--- config.mk ---
export PLATFORM = sky130hd
export DESIGN_NAME = ul4_bist_flat
export DESIGN_NICKNAME = d
export VERILOG_FILES = /design/src/rtl/ul4_pkg.sv /design/src/rtl/ul4_bist_if.sv /design/src/rtl/ul4_bist_gen.sv /design/src/rtl/ul4_bist.sv /design/src/flat_wrapper.sv
export SDC_FILE = /design/constraint.sdc
export NUM_CORES = 1
export LEC_CHECK = 0
export ABC_AREA = 1
export CORE_MARGIN = 2
export CORE_UTILIZATION = 51
export DETAILED_ROUTE_END_ITERATION = 10
export PLACE_DENSITY = 0.8
export SLEW_MARGIN = 20
export SYNTH_ARGS = -nofsm -noshare
export SYNTH_HDL_FRONTEND = slang
export SYNTH_SLANG_ARGS = --single-unit
--- constraint.sdc ---
create_clock -name clk -period 2 [get_ports clk]
set_clock_uncertainty 0.15 [all_clocks]
set_input_delay 0.6 -clock clk [delete_from_list [all_inputs] [get_ports clk]]
set_output_delay 0.6 -clock clk [all_outputs]
set_load 0.02 [all_outputs]
--- src/rtl/ul4_pkg.sv ---
// Shared definitions for the ul4 logic unit and its self-test controller:
// op encodings, BIST state type and the golden reference function.
package ul4_pkg;

  localparam logic [1:0] OP_AND = 2'b00;
  localparam logic [1:0] OP_OR  = 2'b01;
  localparam logic [1:0] OP_XOR = 2'b10;
  localparam logic [1:0] OP_NOT = 2'b11;

  typedef enum logic [1:0] {
    IDLE = 2'b00,
    RUN  = 2'b01,
    DONE = 2'b10
  } state_e;

  // Evaluated at 32 bits; callers truncate to their operand width.
  function automatic logic [31:0] ul4_golden(input logic [1:0] sel,
                                             input logic [31:0] a,
                                             input logic [31:0] b);
    logic [31:0] res;
    case (sel)
      OP_AND:  res = a & b;
      OP_OR:   res = a | b;
      OP_XOR:  res = a ^ b;
      OP_NOT:  res = ~a;
      default: res = 32'd0;
    endcase
    return res;
  endfunction

endpackage

--- src/rtl/ul4_bist_if.sv ---
// Operand/result bus between the BIST controller (master) and ul4 (slave).
interface ul4_bist_if #(parameter int WIDTH = 4);
  import ul4_pkg::*;

  logic [WIDTH-1:0] op_a;
  logic [WIDTH-1:0] op_b;
  logic [1:0]       op_sel;
  logic [WIDTH-1:0] ul_out;

  modport master (output op_a, output op_b, output op_sel, input ul_out);
  modport slave  (input op_a, input op_b, input op_sel, output ul_out);
endinterface

--- src/rtl/ul4_bist_gen.sv ---
// Test vector counter {sel, a, b}; flags the final vector of the sweep.
module ul4_bist_gen
  import ul4_pkg::*;
#(
  parameter int VW = 10
) (
  input  logic          clk,
  input  logic          rst,
  input  logic          i_clr,
  input  logic          i_inc,
  output logic [VW-1:0] o_vec,
  output logic          o_last
);

  logic [VW-1:0] r_vec;

  // Counter wraps to zero after the last vector.
  always_ff @(posedge clk) begin
    if (rst) begin
      r_vec <= {VW{1'b0}};
    end else if (i_clr) begin
      r_vec <= {VW{1'b0}};
    end else if (i_inc) begin
      r_vec <= r_vec + {{(VW-1){1'b0}}, 1'b1};
    end else begin
      r_vec <= r_vec;
    end
  end

  assign o_vec  = r_vec;
  assign o_last = &r_vec;

endmodule

--- src/rtl/ul4_bist.sv ---
// Self-test controller for ul4: sweeps all (S,A,B), compares against golden.
// Optional UL4_BIST_STOP_ON_FAIL_EN: end the sweep on the first mismatch.
module ul4_bist
  import ul4_pkg::*;
#(
  parameter int WIDTH = 4,
  parameter int ERR_W = 8
) (
  input  logic             clk,
  input  logic             rst,
  input  logic             i_start,
  ul4_bist_if.master       bus,
  output logic             o_busy,
  output logic             o_done,
  output logic             o_pass,
  output logic [ERR_W-1:0] o_err_count,
  output logic [3:0]       o_fail_ops,
  output logic [WIDTH-1:0] o_fail_a,
  output logic [WIDTH-1:0] o_fail_b,
  output logic [1:0]       o_fail_sel
);

  localparam int VW = 2 + 2 * WIDTH;

  state_e           r_state;
  logic [ERR_W-1:0] r_err;
  logic [3:0]       r_fail_ops;
  logic [WIDTH-1:0] r_fail_a;
  logic [WIDTH-1:0] r_fail_b;
  logic [1:0]       r_fail_sel;

  logic [VW-1:0]    w_vec;
  logic             w_last;
  logic [WIDTH-1:0] w_golden;
  logic             w_mismatch;
  logic             w_start_ok;
  logic             w_stop;
  logic             w_inc;

  assign w_start_ok = i_start && ((r_state == IDLE) || (r_state == DONE));
  assign w_golden   = WIDTH'(ul4_golden(bus.op_sel, 32'(bus.op_a), 32'(bus.op_b)));
  assign w_mismatch = (r_state == RUN) && (bus.ul_out != w_golden);
`ifdef UL4_BIST_STOP_ON_FAIL_EN
  assign w_stop = w_mismatch;
`else
  assign w_stop = 1'b0;
`endif
  // A stopping mismatch freezes the counter so op_* keep the failing vector.
  assign w_inc = (r_state == RUN) && !w_stop;

  ul4_bist_gen #(.VW(VW)) u_gen (
    .clk    (clk),
    .rst    (rst),
    .i_clr  (w_start_ok),
    .i_inc  (w_inc),
    .o_vec  (w_vec),
    .o_last (w_last)
  );

  assign bus.op_sel = w_vec[VW-1 -: 2];
  assign bus.op_a   = w_vec[2*WIDTH-1 -: WIDTH];
  assign bus.op_b   = w_vec[WIDTH-1:0];

  // FSM plus result capture; err==0 marks that no failure was captured yet.
  always_ff @(posedge clk) begin
    if (rst) begin
      r_state    <= IDLE;
      r_err      <= {ERR_W{1'b0}};
      r_fail_ops <= 4'b0000;
      r_fail_a   <= {WIDTH{1'b0}};
      r_fail_b   <= {WIDTH{1'b0}};
      r_fail_sel <= 2'b00;
    end else begin
      case (r_state)
        IDLE, DONE: begin
          if (w_start_ok) begin
            r_state    <= RUN;
            r_err      <= {ERR_W{1'b0}};
            r_fail_ops <= 4'b0000;
            r_fail_a   <= {WIDTH{1'b0}};
            r_fail_b   <= {WIDTH{1'b0}};
            r_fail_sel <= 2'b00;
          end
        end
        RUN: begin
          if (w_mismatch) begin
            if (!(&r_err)) begin
              r_err <= r_err + {{(ERR_W-1){1'b0}}, 1'b1};
            end
            r_fail_ops[bus.op_sel] <= 1'b1;
            if (r_err == {ERR_W{1'b0}}) begin
              r_fail_a   <= bus.op_a;
              r_fail_b   <= bus.op_b;
              r_fail_sel <= bus.op_sel;
            end
          end
          if (w_last || w_stop) begin
            r_state <= DONE;
          end
        end
        default: r_state <= IDLE;
      endcase
    end
  end

  assign o_busy      = (r_state == RUN);
  assign o_done      = (r_state == DONE);
  assign o_pass      = (r_state == DONE) && (r_err == {ERR_W{1'b0}});
  assign o_err_count = r_err;
  assign o_fail_ops  = r_fail_ops;
  assign o_fail_a    = r_fail_a;
  assign o_fail_b    = r_fail_b;
  assign o_fail_sel  = r_fail_sel;

endmodule

--- src/flat_wrapper.sv ---
// flat-port wrapper written by rule: the top's interface ports become plain ports
module ul4_bist_flat import ul4_pkg::*;
#(
  parameter int WIDTH = 4,
  parameter int ERR_W = 8
)
  (clk, rst, i_start, o_busy, o_done, o_pass, o_err_count, o_fail_ops, o_fail_a, o_fail_b, o_fail_sel, bus_op_a, bus_op_b, bus_op_sel, bus_ul_out);
  ul4_bist_if #(.WIDTH(WIDTH)) bus_i ();
  input  logic clk;
  input  logic rst;
  input  logic i_start;
  output logic o_busy;
  output logic o_done;
  output logic o_pass;
  output logic [ERR_W-1:0] o_err_count;
  output logic [3:0] o_fail_ops;
  output logic [WIDTH-1:0] o_fail_a;
  output logic [WIDTH-1:0] o_fail_b;
  output logic [1:0] o_fail_sel;
  output wire logic [$bits(bus_i.op_a)-1:0] bus_op_a;
  output wire logic [$bits(bus_i.op_b)-1:0] bus_op_b;
  output wire logic [$bits(bus_i.op_sel)-1:0] bus_op_sel;
  input wire logic [$bits(bus_i.ul_out)-1:0] bus_ul_out;
  assign bus_op_a = bus_i.op_a;
  assign bus_op_b = bus_i.op_b;
  assign bus_op_sel = bus_i.op_sel;
  assign bus_i.ul_out = bus_ul_out;
  ul4_bist #(.WIDTH(WIDTH), .ERR_W(ERR_W)) u_core (.clk(clk), .rst(rst), .i_start(i_start), .bus(bus_i), .o_busy(o_busy), .o_done(o_done), .o_pass(o_pass), .o_err_count(o_err_count), .o_fail_ops(o_fail_ops), .o_fail_a(o_fail_a), .o_fail_b(o_fail_b), .o_fail_sel(o_fail_sel));
endmodule
# Word-level counts from Yosys, hierarchy flattened
# Index checks and enable logic that the tools add are counted.
# word_totals
regBits,34
in_bits,7
output_inout_bits,35
word_cells,67
# classes
n_addsub,2
n_lt_le_gt_ge,2
eq_ne,11
mux,23
bitwise_logic,5
n_reduce_logical,17
# op_table
operator,count
$mux 4,6
$mux 8,3
$pmux 4 s2,3
$pmux 4 s4,1
$pmux 8 s2,1
$add 10x1->10 const B,1
$mux 2,5
$reduce_and 10->1,1
$add 8x1->8 const B,1
$logic_not 8->1,1
$or 4x4->4,2
$pmux 2 s2,2
$reduce_and 4->1,2
$reduce_and 8->1,1
$eq 2x2->1 const B,3
$ne 2x1->1 const B,3
$and 4x4->4,1
$eq 2x1->1 const B,2
$logic_and 1x1->1,4
$logic_not 2->1,2
$ne 2x2->1 const B,2
$ne 4x4->1,1
$not 4->4,1
$reduce_or 2->1,2
9 further kinds,9

# Logic depth before layout (Yosys ltp)
# Gate-level depths: netlist (run 1).
# depth
ltp_word,7
depth_mapped,14
depth_no_buf,13

# Hierarchy
# Synthesis (run 1) repeated with hierarchy kept, for this count alone.
# unflattened
cells_unflattened,312
hier_area_um2,2162.1
# modules_own_cells
mod,n_inst,cells_each,area_per_inst_um2,seq_area_each_um2
ul4_bist,1,252,1696.6,480.5
ul4_bist_gen,1,60,465.4,200.2

# Least setup slack after synthesis (run 1)
# Ideal clock, no wire load.
# synth_timing
path_type,flip-flop to flip-flop
from,register u_core.u_gen.r_vec[3] (netlist: u_core.u_gen.o_vec[3])
to,register u_core.r_fail_a[2] (netlist: u_core.o_fail_a[2])
setup_time_ns,0.132
arrival_ns,1.740
required_ns,1.718
path_slack_ns,-0.022
stages_incl_launch_ff,12
n_path_buf,1
period_less_slack_ns,2.022
cell_sequence,dfxtp_1 inv_1 ha_1 nand3_1 nand2_1 nor2_1 a21oi_1 nor2_1 nand3_2 buf_2 nand3_1 a21oi_1
# synth_via
elab_chain_len,6
word_cells_on_any_way,8
classes_between,2 x eq/ne; 1 x mux; 3 x bitwise; 2 x reduce/logical
# synth_lines
item,line,text
from (decl),ul4_bist_gen.sv:15,logic [VW-1:0] r_vec;
from (signal assigned),ul4_bist_gen.sv:20,r_vec <= {VW{1'b0}};
from (signal assigned),ul4_bist_gen.sv:22,r_vec <= {VW{1'b0}};
from (signal assigned),ul4_bist_gen.sv:24,"r_vec <= r_vec + {{(VW-1){1'b0}}, 1'b1};"
"$xor 4x4->4, or another cell as far along",ul4_pkg.sv:24,OP_XOR: res = a ^ b;
$pmux 4 s4 (*),ul4_pkg.sv:21,case (sel)
$ne 4x4->1 (*),ul4_bist.sv:42,assign w_mismatch = (r_state == RUN) && (bus.ul_out != w_golden);
$logic_and 1x1->1 (*),ul4_bist.sv:42,
$ne 2x1->1 (no line) (*),--,
$reduce_and 4->1 (no line) (*),--,
to (signal assigned),ul4_bist.sv:70,r_fail_a <= {WIDTH{1'b0}};
to (signal assigned),ul4_bist.sv:80,r_fail_a <= {WIDTH{1'b0}};
to (signal assigned),ul4_bist.sv:92,r_fail_a <= bus.op_a;
to (decl),ul4_bist.sv:28,logic [WIDTH-1:0] r_fail_a;
# Every way passes the cells marked *; elsewhere a longest branch is shown, timed or not.
# A chain may end at the register's enable or synchronous reset.

# Final worst setup path (run 1)
# layout_timing
from,register u_core.r_err[2] (netlist: u_core.o_err_count[2])
to,output port o_pass
# layout_via
elab_chain_len,2
# layout_lines
item,line,text
from (decl),ul4_bist.sv:26,logic [ERR_W-1:0] r_err;
from (signal assigned),ul4_bist.sv:68,r_err <= {ERR_W{1'b0}};
from (signal assigned),ul4_bist.sv:78,r_err <= {ERR_W{1'b0}};
from (signal assigned),ul4_bist.sv:88,"r_err <= r_err + {{(ERR_W-1){1'b0}}, 1'b1};"
$logic_not 8->1,ul4_bist.sv:108,assign o_pass = (r_state == DONE) && (r_err == {ERR_W{1'b0}});
$logic_and 1x1->1,ul4_bist.sv:108,
to (decl),flat_wrapper.sv:14,output logic o_pass;
# Every way passes these cells.

==> flow_summary.json, run 1 <==
{
  "hold_end": "u_core.o_fail_a[3]",
  "initial_utilization_pct": 53.8,
  "cp.arrival_ns": 1.47,
  "htreeDepth": 2,
  "p_total_uw": 1650,
  "seq_area_frac_synth_pct": 34.1,
  "fin_ws_ns": -0.216,
  "synth_top_area_share_pct": 34.1,
  "multi_input_area_um2": 1370,
  "ir_drop_uv": 511,
  "cts_root_buf": "clkbuf_8",
  "clkTransAtPathRegs_ns": 0.08,
  "outcome": "finished with violations",
  "vias": 2586,
  "drt_iter0_markers": 277,
  "synth.distinct_cells": 25,
  "final_util_pct": 87.8,
  "p_per_area_nw_per_um2": 505,
  "reg2regPathDepth": 13,
  "clockBufferDepth": 2,
  "yosysTopAreaCell": "dfxtp_1",
  "cts_buffers": 5,
  "syn_avg_cell_area_um2": 6.57,
  "gr-total-overflow": 0,
  "dieArea_um2": 4430,
  "area_growth_pct": 63.3,
  "period_share_pct": 111,
  "drive_gt1_share_pct": 34.2,
  "synth_warnings": 0,
  "portBuffers": 41,
  "holdCritStartpoint": "u_core.o_fail_a[3]",
  "dpl_worst_slack_ns": -0.307,
  "nets": 423,
  "cp-start-kind": "flip-flop",
  "die_x_um": 66.6,
  "grt_max_degree": 16,
  "tritoncts": "done",
  "clk_latency_ns": 0.29,
  "grt_first_pass_wirelength_um": 9560,
  "drc": 0,
  "die_y_um": 66.6,
  "ant_nets": 0,
  "worst_ep_required_time_ns": 1.25,
  "timing.rr.start": "u_core.u_gen.o_vec[0]",
  "cp_slowest_cell": "dfxtp_2",
  "synth_area_leaders": "dfxtp_1, nand2_1, nand3_1",
  "max_freq_mhz": 451,
  "reg2reg_to": "u_core.o_err_count[5]",
  "rows": 22,
  "grt_setup_unrepaired": "yes",
  "synthesis.instances": 304,
  "fillers": 190,
  "track_usage_pct": 28.4,
  "synth_nets": 322,
  "violations": "setup timing",
  "synthesis.area_um2": 2000,
  "cts_sinks": 34,
  "wl_per_cell_um": 16.7,
  "worstSetupEndpointType": "output pin",
  "slowest_delay_ns": 0.34,
  "finalSetupViolCount": 3,
  "grt_antenna_before_repair": 0,
  "min_path_type": "reg2reg",
  "crit_chain": "nor4_2 -> nand4_1 -> nor3_2 -> buf_4",
  "viasPerCell": 5.70,
  "rrSetupSlack_ns": -0.05,
  "placed_cells": 429,
  "layout.cells.non_filler": 454,
  "p_leak_uw": 0.00164,
  "core_area_um2": 3720,
  "grt_pass1_vias": 2099,
  "dpl.hpwl_um": 4170,
  "period_needed_ns": 2.22,
  "antenna_cells": 0,
  "holdPathStages": 2,
  "final_hold_viol_count": 0,
  "holdBufCountCts": 0,
  "place_congestion": 0.941,
  "seqCellArea_um2": 698,
  "drv_slew": 0,
  "slew_headroom_pct": 75.6,
  "critPathKind": "reg2out",
  "synth_seq_cells": 34,
  "finalWirelength_um": 7580,
  "dr.pass1.iters": 8,
  "io_pins": 42,
  "worstPathMaxFanout": 2,
  "cap_violations": 0,
  "worst_slew_pin_slew_ns": 0.365
}
per-stage QoR:
stage          TNS (ns)  area (um2)  hold WS (ns)
2_1_floorplan         0        2010         0.383
3_3_place_gp      -5.04        2770         0.304
3_5_place_dp      -5.79        2770         0.308
4_1_cts          -0.151        2890         0.322
5_1_grt           -1.12        3260         0.337
6_report         -0.271        3260         0.319
layer usage:
metal / GRT usage, % / share of wire (%) / up-vias
met2: 48.4 / 49 / 173
met5: 0 / 0 / -
met1: 36.9 / 39 / 1180
li1: - / - / 1198
met3: 5.41 / 8.2 / 35
met4: 7.14 / 3.3 / 0
cell families after synthesis:
group	synth area share [%]
flip-flops	34.1
adder cells (fa/ha/maj)	6.89
AND/OR/NAND/NOR	36.2
buffers and inverters	11.0
XOR/XNOR	0.877
AO/OA/AOI/OAI	11.0
how the worst max path moves through the flow:
stage	startpoint	end	cells after the start
after floorplan	u_core.u_gen.o_vec[2]	u_core.o_fail_a[2]	11
after global placement	u_core.o_err_count[2]	o_pass	4
after detailed placement	u_core.o_err_count[2]	o_pass	4
after CTS	u_core.o_err_count[2]	o_pass	4
after global routing	u_core.o_err_count[2]	o_pass	4
final	u_core.o_err_count[2]	o_pass	4
cell type report:
type / instances / share of cell area, %
multi-input cells: 218 / 41.8
repair buffers: 102 / 26.8
flip-flops and latches: 34 / 21.4
inverters: 44 / 5.21
clock buffers: 6 / 2.53
well taps: 48 / 1.84
clock inverters: 2 / 0.383
Yosys cell counts:
master    count
xor2_1        2
buf_2         2
nor3b_1       1
o31ai_1       1
buf_6         2
nor2_2        3
inv_1        41
nand4_1      10
nand3_2       2
clkbuf_1      5
o21ai_0      15
inv_2         3
nand3_1      34
nor3_1        5
dfxtp_1      34
nor2_1       38
nor2_4        1
nor4_1        3
a31oi_1       1
buf_1         1
a21oi_1      26
nand3b_1      2
nand2_2       1
nand2_1      60
ha_1         11
report_power, final:
part	leakage [uW]	internal [uW]	total (uW)	switching, uW
clock network	0.0000472	277	550	273
registers	0.000282	694	707	13.0
logic	0.00131	159	390	231
total	0.00164	1130	1650	516
timing repair:
action | in CTS | in global routing
hold endpoints to repair | 0 | 0
setup buffers | 2 | 12
resized for setup | 38 | 80
setup endpoints to repair | 42 | 34
pin swaps | 3 | 26
gates cloned | 1 | 3
state kept, by name, indices dropped and copies added, names as in the netlist:
register	count
u_core.o_err_count	8
u_core.o_fail_a	4
u_core.o_fail_b	4
u_core.o_fail_ops	4
u_core.o_fail_sel	2
u_core.r_state	2
u_core.u_gen.o_vec	10
worst max-delay path, delay by kind of cell (launching register included):
kind                   cells  cell delay [ns]
flip-flops                 1             0.34
AND/OR/NAND/NOR            3             0.67
buffers and inverters      1             0.17
placed cells by master (no fill, tap or decap), drive strengths merged, types with 6 or more instances in the layout:
cell type,n
buf,62
nand2,62
inv,44
nor2,42
nand3,37
dfxtp,34
a21oi,26
dlygate4sd2,25
o21ai,15
ha,11
nand4,10
dlymetal6s2s,8
clkbuf,7
clkdlybuf4s50,6
(Power assumes the default switching activity.)
==> inputs of run 2 (changes only) <==
Settings changed: MAX_ROUTING_LAYER set to met4.
==> run 2 against run 1 <==
Net effect: the flow still finishes with violations (setup timing); power rose by 6.4%; sequential power about the same; setup slack better by 0.051 ns; cell count fell by 0.66%; critical path depth stayed put; register-to-register slack got worse by 0.07 ns; critical path type unchanged; largest power group unchanged; highest routed layer unchanged.
==> flow_summary.json, run 2 (same netlist as run 1, synthesis figures left out) <==
{
  "critPathKind": "reg2out",
  "final_common_cell": "buf_4",
  "core_area_um2": 3720,
  "holdWs_ns": 0.313,
  "rows": 22,
  "cp-start-kind": "flip-flop",
  "drc": 0,
  "grt_first_pass_wirelength_um": 9700,
  "seqCellArea_um2": 693,
  "tritoncts": "done",
  "cap_violations": 0,
  "gr-total-overflow": 0,
  "worst_slew_pin_slew_ns": 0.446,
  "p_per_area_nw_per_um2": 536,
  "grt_max_degree": 16,
  "grt_antenna_before_repair": 0,
  "area_growth_pct": 63.5,
  "cp.arrival_ns": 1.42,
  "dr.pass1.iters": 5,
  "vias": 2727,
  "multi_input_area_um2": 1370,
  "clk_latency_ns": 0.30,
  "p_total_uw": 1750,
  "period_share_pct": 108,
  "ir_drop_uv": 551,
  "antenna_cells": 0,
  "ant_nets": 0,
  "drt_iter0_markers": 299,
  "worst_ep_required_time_ns": 1.25,
  "portBuffers": 41,
  "cts_buffers": 5,
  "fin_ws_ns": -0.166,
  "final_util_pct": 87.9,
  "reg2regPathDepth": 11,
  "viasPerCell": 6.05,
  "htreeDepth": 2,
  "worstSetupEndpointType": "output pin",
  "finalWirelength_um": 8700,
  "min_path_type": "reg2reg",
  "fillers": 201,
  "clkTransAtPathRegs_ns": 0.08,
  "drv_slew": 0,
  "outcome": "finished with violations",
  "largest_reg_flops": 10,
  "dpl.hpwl_um": 4280,
  "io_pins": 42,
  "placed_area_um2": 2770,
  "nets": 420,
  "mostFrequentLayoutCells": "buf_4, nand2_1, inv_1",
  "final_cell_area_um2": 3270,
  "die_x_um": 66.6,
  "cts_sinks": 34,
  "grt_pass1_vias": 2178,
  "slew_headroom_pct": 70.3,
  "drive_gt1_share_pct": 34.5,
  "clockBufferDepth": 2,
  "initial_utilization_pct": 53.8,
  "place_congestion": 0.922,
  "die_y_um": 66.6,
  "holdPathStages": 2,
  "violations": "setup timing",
  "final_hold_viol_count": 0,
  "worstPathMaxFanout": 2,
  "track_usage_pct": 29.6,
  "grt_setup_unrepaired": "yes",
  "cts_root_buf": "clkbuf_8",
  "wl_per_cell_um": 19.3,
  "max_freq_mhz": 462,
  "p_leak_uw": 0.00159,
  "dieArea_um2": 4430,
  "period_needed_ns": 2.17,
  "finalSetupViolCount": 24
}
[run 2: cell count changes in the layout (fill, tap and decap cells not counted), moves of 3 or more]
cell / previous run / this run
a21oi_1: 23 / 19
a21oi_2: 3 / 7
dlygate4sd2_1: 25 / 28
dlymetal6s2s_1: 8 / 5
nand2_1: 52 / 48
nand2_2: 6 / 10
nand3_2: 11 / 8
nor2_2: 3 / 7
[run 2: path summary, 6_finish.rpt]
kind	startpoint	end	slack [ns]
min	u_core.o_fail_b[2]	u_core.o_fail_b[2]	0.31
max	u_core.o_err_count[5]	o_pass	-0.17
max reg2reg	u_core.r_state[0]	u_core.u_gen.o_vec[9]	-0.12
min reg2reg	u_core.o_fail_b[2]	u_core.o_fail_b[2]	0.31
[run 2: final cells by class]
class | instances | share of cell area (%)
multi-input cells | 218 | 42.0
clock buffers | 5 | 2.11
well taps | 48 | 1.84
flip-flops and latches | 34 | 21.2
repair buffers | 99 | 26.2
inverters | 44 | 5.29
clock inverters | 3 | 1.38
[run 2: timing repair]
item | in CTS | in global routing
pin swaps | 3 | 29
endpoints found under the setup margin | 53 | 31
gates cloned | 0 | 3
resized for setup | 47 | 70
setup buffers | 1 | 10
hold buffers | 0 | 0
[run 2: power breakdown]
part           total, uW  switching (uW)  internal (uW)
clock                656             285            371
combinational        386             234            152
sequential           710            15.0            695
[run 2: critical path, stage by stage (launching register included)]
cell and delay [ns]:
dfxtp_1 0.32, nor4_2 0.32, nand4_1 0.19, nor3_2 0.13, buf_4 0.16
[run 2: metal layers]
metal	vias up	share of wire, %	global-route usage (%)
li1	1191	-	-
met1	1261	39	36.5
met3	62	9.4	6.76
met5	-	0	-
met2	213	46	47.5
met4	0	5.6	10.5
[run 2: through the flow]
step	std cells	setup WS (ns)	setup TNS [ns]
global route	451	-0.239	-3.41
floorplan	304	0.00489	0
detailed placement	429	-0.352	-6.18
CTS	438	-0.147	-0.147
finish	451	-0.166	-2.02
global placement	429	-0.384	-4.99
